==> src/rtl/if_stage.sv <==
// Purpose : instruction-fetch stage; owns the PC, addresses a combinational IM
//           and loads the IF/ID register (ID_pc, ID_instruction, ID_valid).
// Latency : 1 edge from a fetch PC to its instruction appearing in IF/ID.
// Backpr. : stall freezes pc and IF/ID; redirect overrides stall.
//
// Ports
//   clock, reset        rising-edge clock, asynchronous active-low reset
//   stall               hold pc and IF/ID this cycle
//   redirect            taken branch/jump resolved in ID; redirect_pc is its target
//   im_addr / im_rdata  IM word index (from pc only) and its combinational read data
//   pc                  current fetch PC
//   ID_pc, ID_instruction, ID_valid   IF/ID pipeline register
//   fetch_fault         sticky: out-of-range/misaligned fetch or misaligned redirect
//   fetch_count         number of valid instructions loaded into IF/ID (wraps)
module if_stage #(
  parameter logic [31:0] RESET_PC   = 32'h0000_3000,
  parameter logic [31:0] IM_BASE    = 32'h0000_3000,
  parameter int          IM_AW      = 10,
  parameter bit          DELAY_SLOT = 1'b0
) (
  input  logic             clock,
  input  logic             reset,
  input  logic             stall,
  input  logic             redirect,
  input  logic [31:0]      redirect_pc,
  output logic [IM_AW-1:0] im_addr,
  input  logic [31:0]      im_rdata,
  output logic [31:0]      pc,
  output logic [31:0]      ID_pc,
  output logic [31:0]      ID_instruction,
  output logic             ID_valid,
  output logic             fetch_fault,
  output logic [31:0]      fetch_count
);

  // Offset of the fetch PC inside IM. Working on the offset rather than on
  // IM_BASE + size avoids overflow when IM sits at the top of the address map.
  logic [31:0] pc_offset;
  logic        fetch_ok;
  logic [31:0] fetch_word;

  assign pc_offset = pc - IM_BASE;
  assign im_addr   = pc_offset[IM_AW+1:2];

  assign fetch_ok = (pc >= IM_BASE) &&
                    ((pc_offset >> (IM_AW + 2)) == 32'd0) &&
                    (pc[1:0] == 2'b00);

  // A bad fetch still executes, but as a nop.
  assign fetch_word = fetch_ok ? im_rdata : 32'h0;

  logic [31:0] pc_nxt;
  logic [31:0] id_pc_nxt;
  logic [31:0] id_instruction_nxt;
  logic        id_valid_nxt;
  logic        fetch_fault_nxt;
  logic [31:0] fetch_count_nxt;
  logic        load;

  always_comb begin
    pc_nxt             = pc;
    id_pc_nxt          = ID_pc;
    id_instruction_nxt = ID_instruction;
    id_valid_nxt       = ID_valid;
    fetch_fault_nxt    = fetch_fault;
    fetch_count_nxt    = fetch_count;
    load               = 1'b0;

    if (redirect) begin
      pc_nxt = {redirect_pc[31:2], 2'b00};
      if (redirect_pc[1:0] != 2'b00) begin
        fetch_fault_nxt = 1'b1;
      end
      if (DELAY_SLOT != 1'b0) begin
        // The instruction behind the branch is the delay slot and executes.
        load = 1'b1;
      end else begin
        id_pc_nxt          = 32'h0;
        id_instruction_nxt = 32'h0;
        id_valid_nxt       = 1'b0;
      end
    end else if (!stall) begin
      pc_nxt = pc + 32'd4;
      load   = 1'b1;
    end

    if (load) begin
      id_pc_nxt          = pc;
      id_instruction_nxt = fetch_word;
      id_valid_nxt       = 1'b1;
      fetch_count_nxt    = fetch_count + 32'd1;
      if (!fetch_ok) begin
        fetch_fault_nxt = 1'b1;
      end
    end
  end

  always_ff @(posedge clock or negedge reset) begin
    if (!reset) begin
      pc             <= RESET_PC;
      ID_pc          <= 32'h0;
      ID_instruction <= 32'h0;
      ID_valid       <= 1'b0;
      fetch_fault    <= 1'b0;
      fetch_count    <= 32'h0;
    end else begin
      pc             <= pc_nxt;
      ID_pc          <= id_pc_nxt;
      ID_instruction <= id_instruction_nxt;
      ID_valid       <= id_valid_nxt;
      fetch_fault    <= fetch_fault_nxt;
      fetch_count    <= fetch_count_nxt;
    end
  end

endmodule

==> config.mk <==
export PLATFORM = sky130hd
export DESIGN_NAME = if_stage
export DESIGN_NICKNAME = d
export VERILOG_FILES = /design/src/rtl/if_stage.sv
export SDC_FILE = /design/constraint.sdc
export NUM_CORES = 1
export LEC_CHECK = 0
export ABC_AREA = 1
export CAP_MARGIN = 30
export CORE_MARGIN = 3
export CORE_UTILIZATION = 49
export CTS_BUF_LIST = sky130_fd_sc_hd__clkbuf_4
export DETAILED_ROUTE_END_ITERATION = 6
export PLACE_DENSITY_LB_ADDON = 0.1
export SLEW_MARGIN = 10
export SYNTH_ARGS = -nofsm -noshare
export SYNTH_HDL_FRONTEND = slang
export SYNTH_SLANG_ARGS = --single-unit
==> constraint.sdc <==
create_clock -name clock -period 2 [get_ports clock]
set_input_delay 0.3 -clock clock [delete_from_list [all_inputs] [get_ports clock]]
set_output_delay 0.3 -clock clock [all_outputs]
set_load 0.03 [all_outputs]
==> results.py, run 1 <==
metrics = {
    "grt": {
        "grt_pass1_wl_um": 31100,
        "track_usage_pct": 26.0,
        "grt_antenna_before_repair": 0,
        "grt_use_met1_pct": 34.8,
        "use_met3_pct": 6.45,
        "grt-ovfl-total": 0,
        "use_met2_pct": 42.2,
        "grt_max_degree": 54,
        "first_global_vias": 6157,
        "gr-max-usage-layer": "met2",
    },
    "clock_tree": {
        "cts_root_buf": "clkbuf_4",
        "htree_levels": 4,
        "clockBufferDepth": 2,
        "clock-sinks": 126,
        "clkTransAtPathRegs_ns": 0.11,
        "cts_tree": "yes",
        "cts_made_buffers": 17,
        "clock_latency_ns": 0.56,
    },
    "route": {
        "routed_via_density": 5.24,
        "drtIter0Drc": 513,
        "routed-via-count": 6666,
        "wirelength_um": 20100,
        "first_pass_iters": 5,
        "antenna_left": 0,
        "drcViolationCount": 0,
        "post_drt_wl_per_cell_um": 15.8,
    },
    "final_layout": {
        "diodes": 0,
        "nets": 1155,
        "finalInstanceArea_um2": 9600,
        "syn_to_final_growth_pct": 40.3,
        "multi_input_area_um2": 3150,
        "drive_above_1_share_pct": 13.1,
        "fillers": 1146,
        "ff_latch_area_um2": 3160,
    },
    "sta": {
        "tns_ns": 0,
        "period_minus_slack_ns": 1.93,
        "fin_skew_ns": 0.0197,
        "min_period_over_period_pct": 96.7,
        "slew_violations": 0,
        "fmax_mhz": 517,
        "finalHoldViolCount": 0,
        "setup_viol": 0,
    },
    "synthesis": {
        "synth_area_leaders": "dfrtp_1 45%, nand2_1 15%, nand3b_1 4.3%",
        "synthArstFlopShare_pct": 100,
        "seq_area_frac_synth_pct": 46.1,
        "synth_edf_count": 0,
        "yosys_warnings": 0,
        "ys_ff_latch": 126,
        "synth_common_cells": "270 x nand2_1, 124 x dfrtp_1, 72 x inv_1",
        "synth_cell_types": 38,
        "syn_area_per_cell_um2": 8.01,
        "netlist_instances": 854,
        "synth_area_um2": 6840,
        "post-synth-top-count-cell": "nand2_1",
        "synth_top_area_share_pct": 45.4,
        "ys.flop_type": "dfrtp_1",
        "synth_top_area_cell": "dfrtp_1",
    },
    "placement": {
        "place_area_um2": 9190,
        "port_buffers": 203,
        "place.gp.congestion": 0.874,
        "hpwl_um": 14200,
    },
    "pwr": {
        "pwr-share-seq_pct": 48.0,
        "p_switching_mw": 2.13,
        "powerDensity_nw_per_um2": 634,
        "leakage_nw": 4.80,
        "swShare_pct": 35.0,
        "ir_drop_mv": 0.387,
        "comb_power_share_pct": 25.7,
        "power_frac_clock_pct": 26.3,
        "intPower_mw": 3.96,
    },
    "job": {
        "cap_violations": 0,
    },
    "critical_path": {
        "max_stage_delay_ns": 0.69,
        "crit_slowest_cell": "clkdlybuf4s50_1",
        "crit_required_ns": 1.70,
        "crit_fanout": 2,
        "path_delay_family": "buffers and inverters",
        "critPathLaunchType": "flip-flop",
        "crit_type": "flip-flop to output port",
        "worst-path-buf-inv": 1,
        "crit_arrival_ns": 1.63,
        "path_cells": "clkdlybuf4s50_1",
        "worst_setup_path_end_kind": "output port",
    },
    "die": {
        "rows": 42,
        "core_area_um2": 13500,
        "io_pins": 208,
        "die_y_um": 124,
        "die-area_um2": 15400,
        "die_w_um": 124,
        "start_util_pct": 50.9,
    },
    "worst_hold_path": {
        "worst_hold_path_type": "input pin to asynchronous set/reset pin",
    },
    "outcome": {
        "outcome": "finished clean",
    },
}
-- metrics by stage --
step	power [mW]	util, %	instances	worst slack (ns)	hold slack, ns
floorplan	3.83	-	857	0.0556	0.00441
global placement	4.57	68.3	1229	-0.00951	0.263
global route	6.39	71.3	1273	-0.0297	0.209
CTS	6.08	69.6	1262	0.000147	0.190
detailed placement	4.59	68.3	1229	-0.0316	0.256
finish	6.09	71.3	1273	0.0662	0.212
-- worst reg2reg max path, delay by kind of cell, from the launching register on --
family,cells,cell delay (ns)
simple gates,10,0.96
flops,1,0.50
buf+inv,3,0.37
-- worst paths after layout --
path	from	endpoint	slack, ns	cells after the start
worst max-delay path	ID_pc[21]	ID_pc[21]	0.07	1
min in group clock	redirect_pc[14]	pc[14]	0.30	3
max in group asynchronous	reset	pc[12]	1.14	3
worst min-delay path	reset	ID_instruction[12]	0.21	2
worst min register to register	ID_pc[4]	ID_pc[4]	0.48	2
worst max register to register	pc[19]	ID_instruction[9]	0.09	13
-- sequential cells by signal, indices dropped and copies added, names as in the netlist --
register / cells
ID_instruction: 32
fetch_count: 32
ID_pc: 30
pc: 30
ID_valid: 1
fetch_fault: 1
-- power groups by stage --
stage / Combinational [mW] / Clock, mW / Sequential (mW)
global placement: 1.60 / 0 / 2.97
detailed placement: 1.62 / 0 / 2.97
finish: 1.56 / 1.60 / 2.92
CTS: 1.53 / 1.63 / 2.92
global route: 1.69 / 1.75 / 2.95
floorplan: 0.596 / 0 / 3.24
-- area by class of cell --
class / count / area share (%)
flip-flops and latches: 126 / 33.0
clock buffers: 22 / 1.72
multi-input cells: 604 / 32.9
inverters: 79 / 3.09
repair buffers: 256 / 26.3
clock inverters: 10 / 0.782
well taps: 176 / 2.29
-- per-layer routing --
layer	share of wire (%)	wire (µm)
met4	1.5	292
met1	42	8420
met5	0	0
met2	49	9750
met3	8.1	1620
-- cell families (layout without fill, tap and decap cells) --
family | Yosys count | in the layout | synth area share (%)
xor gates and xnor gates | 34 | 34 | 4.35
adders and majority gates | 3 | 3 | 0.549
DFF | 126 | 126 | 46.1
buffers and inverters | 127 | 367 | 8.72
other | 1 | 4 | 0.0548
AOI/OAI and AO/OA | 69 | 69 | 5.91
and+or+nand+nor | 494 | 494 | 34.3
-- cells in the final DEF (no fill, tap or decap), drive strengths merged, types with 2 or more instances in the layout --
cell type      instances
a31oi                  3
buf                   50
nand3                 44
clkdlybuf4s50        125
clkbuf                26
conb                   4
inv                   79
dfrtp                124
o2111ai                8
a21oi                  5
nand2                275
nand4                 27
xor2                  23
nor3                  24
o211ai                 5
dlymetal6s2s          14
nor2                  82
ha                     3
dfstp                  2
nand3b                39
o31ai                  2
dlygate4sd2           62
o21ai                 43
clkinvlp               2
xnor2                 11
clkinv                 7
-- what timing repair did --
item | CTS | global route
hold buffers | 1 | 0
gates cloned | 0 | 3
pin swaps | 0 | 7
resized for setup | 63 | 33
endpoints found under the hold margin | 29 | 0
buffers inserted | 0 | 8
endpoints found under the setup margin | 63 | 56
(Power assumes the default switching activity.)
==> inputs of run 2 (changes only) <==
--- a/config.mk
+++ b/config.mk
@@ -11,8 +11,8 @@
 export CORE_UTILIZATION = 49
 export CTS_BUF_LIST = sky130_fd_sc_hd__clkbuf_4
 export DETAILED_ROUTE_END_ITERATION = 6
+export GPL_TIMING_DRIVEN = 0
 export PLACE_DENSITY_LB_ADDON = 0.1
-export SLEW_MARGIN = 10
 export SYNTH_ARGS = -nofsm -noshare
 export SYNTH_HDL_FRONTEND = slang
 export SYNTH_SLANG_ARGS = --single-unit
==> constraint.sdc (replaced) <==
create_clock -name clock -period 1.9 [get_ports clock]
set_input_delay 0.285 -clock clock [delete_from_list [all_inputs] [get_ports clock]]
set_output_delay 0.285 -clock clock [all_outputs]
set_load 0.03 [all_outputs]
==> results.py, run 2 (same netlist as run 1, synthesis figures left out) <==
metrics = {
    "outcome": {
        "outcome": "finished clean",
    },
    "final_layout": {
        "layout_common_cells": "267 x nand2_1, 109 x dfrtp_1, 106 x dlygate4sd2_1",
        "final_common_cell": "nand2_1",
        "fillers": 1120,
        "fin_cells": 1295,
        "nets": 1178,
        "drive_above_1_share_pct": 15.5,
        "multi_input_area_um2": 3240,
        "syn_to_final_growth_pct": 41.8,
        "finalInstanceArea_um2": 9700,
        "ff_latch_area_um2": 3170,
        "diodes": 0,
        "largest_registers": "ID_instruction (32), fetch_count (32)",
    },
    "sta": {
        "relSlewSlack_pct": 52.9,
        "setup_slack_ns": 0.0287,
        "tns_ns": 0,
        "min_period_over_period_pct": 98.5,
        "fin_skew_ns": 0.0154,
        "max_slew.worst_pin.slew_ns": 0.706,
        "period_minus_slack_ns": 1.87,
        "rsz0062_at_grt": "true",
        "slew_violations": 0,
        "fmax_mhz": 534,
        "setup_viol": 0,
        "finalHoldViolCount": 0,
    },
    "die": {
        "die_w_um": 124,
        "rows": 42,
        "die-area_um2": 15400,
        "die_y_um": 124,
        "io_pins": 208,
        "core_area_um2": 13500,
        "start_util_pct": 50.9,
    },
    "grt": {
        "grt-ovfl-total": 0,
        "first_global_vias": 6144,
        "grt_max_degree": 83,
        "grt_pass1_wl_um": 32000,
        "grt_antenna_before_repair": 0,
        "track_usage_pct": 26.6,
    },
    "clock_tree": {
        "clock_latency_ns": 0.55,
        "clockBufferDepth": 2,
        "clkTransAtPathRegs_ns": 0.12,
        "cts_root_buf": "clkbuf_4",
        "htree_levels": 4,
        "cts_tree": "yes",
        "clock-sinks": 126,
        "cts_made_buffers": 17,
    },
    "critical_path": {
        "crit_required_ns": 2.39,
        "crit_arrival_ns": 2.36,
        "crit_fanout": 8,
        "critPathLaunchType": "flip-flop",
        "crit_type": "flip-flop to flip-flop",
        "worst_setup_path_end_kind": "flip-flop",
    },
    "pwr": {
        "powerDensity_nw_per_um2": 658,
        "ir_drop_mv": 0.601,
        "leakage_nw": 5.18,
    },
    "worst_hold_path": {
        "worst_hold_path_type": "input pin to asynchronous set/reset pin",
    },
    "route": {
        "first_pass_iters": 5,
        "drcViolationCount": 0,
        "routed-via-count": 6854,
        "drtIter0Drc": 602,
        "antenna_left": 0,
        "routed_via_density": 5.29,
        "wirelength_um": 20600,
        "post_drt_wl_per_cell_um": 15.9,
    },
    "placement": {
        "hpwl_um": 14800,
        "place.gp.congestion": 0.951,
        "port_buffers": 203,
        "place_area_um2": 9140,
        "dp_worst_setup_slack_ns": -0.579,
        "dp.cells": 1237,
    },
    "job": {
        "cap_violations": 0,
    },
}
run 2: cell types whose count changed in the layout (fill, tap and decap cells not counted), sizes merged, moves of 6 or more:
cell	change
dlymetal6s2s	+9
clkbuf	+16
clkinvlp	+6
clkdlybuf4s50	-59
buf	+7
dlygate4sd2	+44
run 2: final cells by class:
class	instances	share of cell area, %
multi-input cells	604	33.4
clock buffers	18	1.39
well taps	176	2.27
plain buffers	48	3.28
clock inverters	13	0.981
inverters	79	3.06
flip-flops and latches	126	32.7
repair buffers	231	22.8
run 2: worst max-delay path, cell delays in order, from the launching register on:
cell	delay, ns
dfrtp_1	0.41
buf_6	0.15
inv_2	0.08
nand2_4	0.07
nor2_4	0.16
nand2_1	0.07
nand2_1	0.08
nand2_1	0.07
nor2_2	0.09
nand2_2	0.07
nor2_4	0.12
buf_12	0.15
buf_8	0.11
nand3b_1	0.10
nand2_1	0.08
run 2: report_power, final:
| part | internal [mW] | total [mW] | leakage (nW) | switching [mW] |
|---|---|---|---|---|
| Combinational | 0.646 | 1.70 | 3.46 | 1.06 |
| Clock | 0.518 | 1.59 | 0.102 | 1.07 |
| Sequential | 2.86 | 3.09 | 1.62 | 0.234 |
run 2: path summary, 6_finish.rpt:
kind	from	end	slack, ns	cells past startpoint
setup / recovery	pc[14]	ID_instruction[28]	0.03	14
hold / removal	reset	ID_instruction[18]	0.20	2
setup reg to reg	pc[14]	ID_instruction[28]	0.03	14
hold reg to reg	ID_pc[4]	ID_pc[4]	0.48	2
max in group asynchronous	reset	pc[13]	0.91	3
min in group clock	redirect_pc[7]	pc[7]	0.31	3
run 2: metrics by stage:
step	hold WS, ns	utilization [%]	power (mW)
2_1_floorplan	-0.0106	-	4.04
3_3_place_gp	0.454	67.7	4.81
3_5_place_dp	0.237	67.9	4.84
4_1_cts	0.202	69.9	6.33
5_1_grt	0.217	72.1	6.69
6_report	0.201	72.1	6.38
run 2: routing by layer:
metal | global-route usage, % | up-vias | share of wire, %
met3 | 5.81 | 27 | 7.3
met5 | 0 | - | 0
met4 | 6.57 | 0 | 1.3
met2 | 43.0 | 329 | 48
met1 | 36.8 | 3240 | 43
li1 | - | 3258 | -
run 2: what timing repair did:
item | in CTS | in global routing
setup endpoints to repair | 146 | 85
setup buffers | 11 | 10
hold buffers | 1 | 0
gates resized for setup | 130 | 80
pin swaps | 6 | 9
cloned | 3 | 2
hold endpoints to repair | 44 | 0
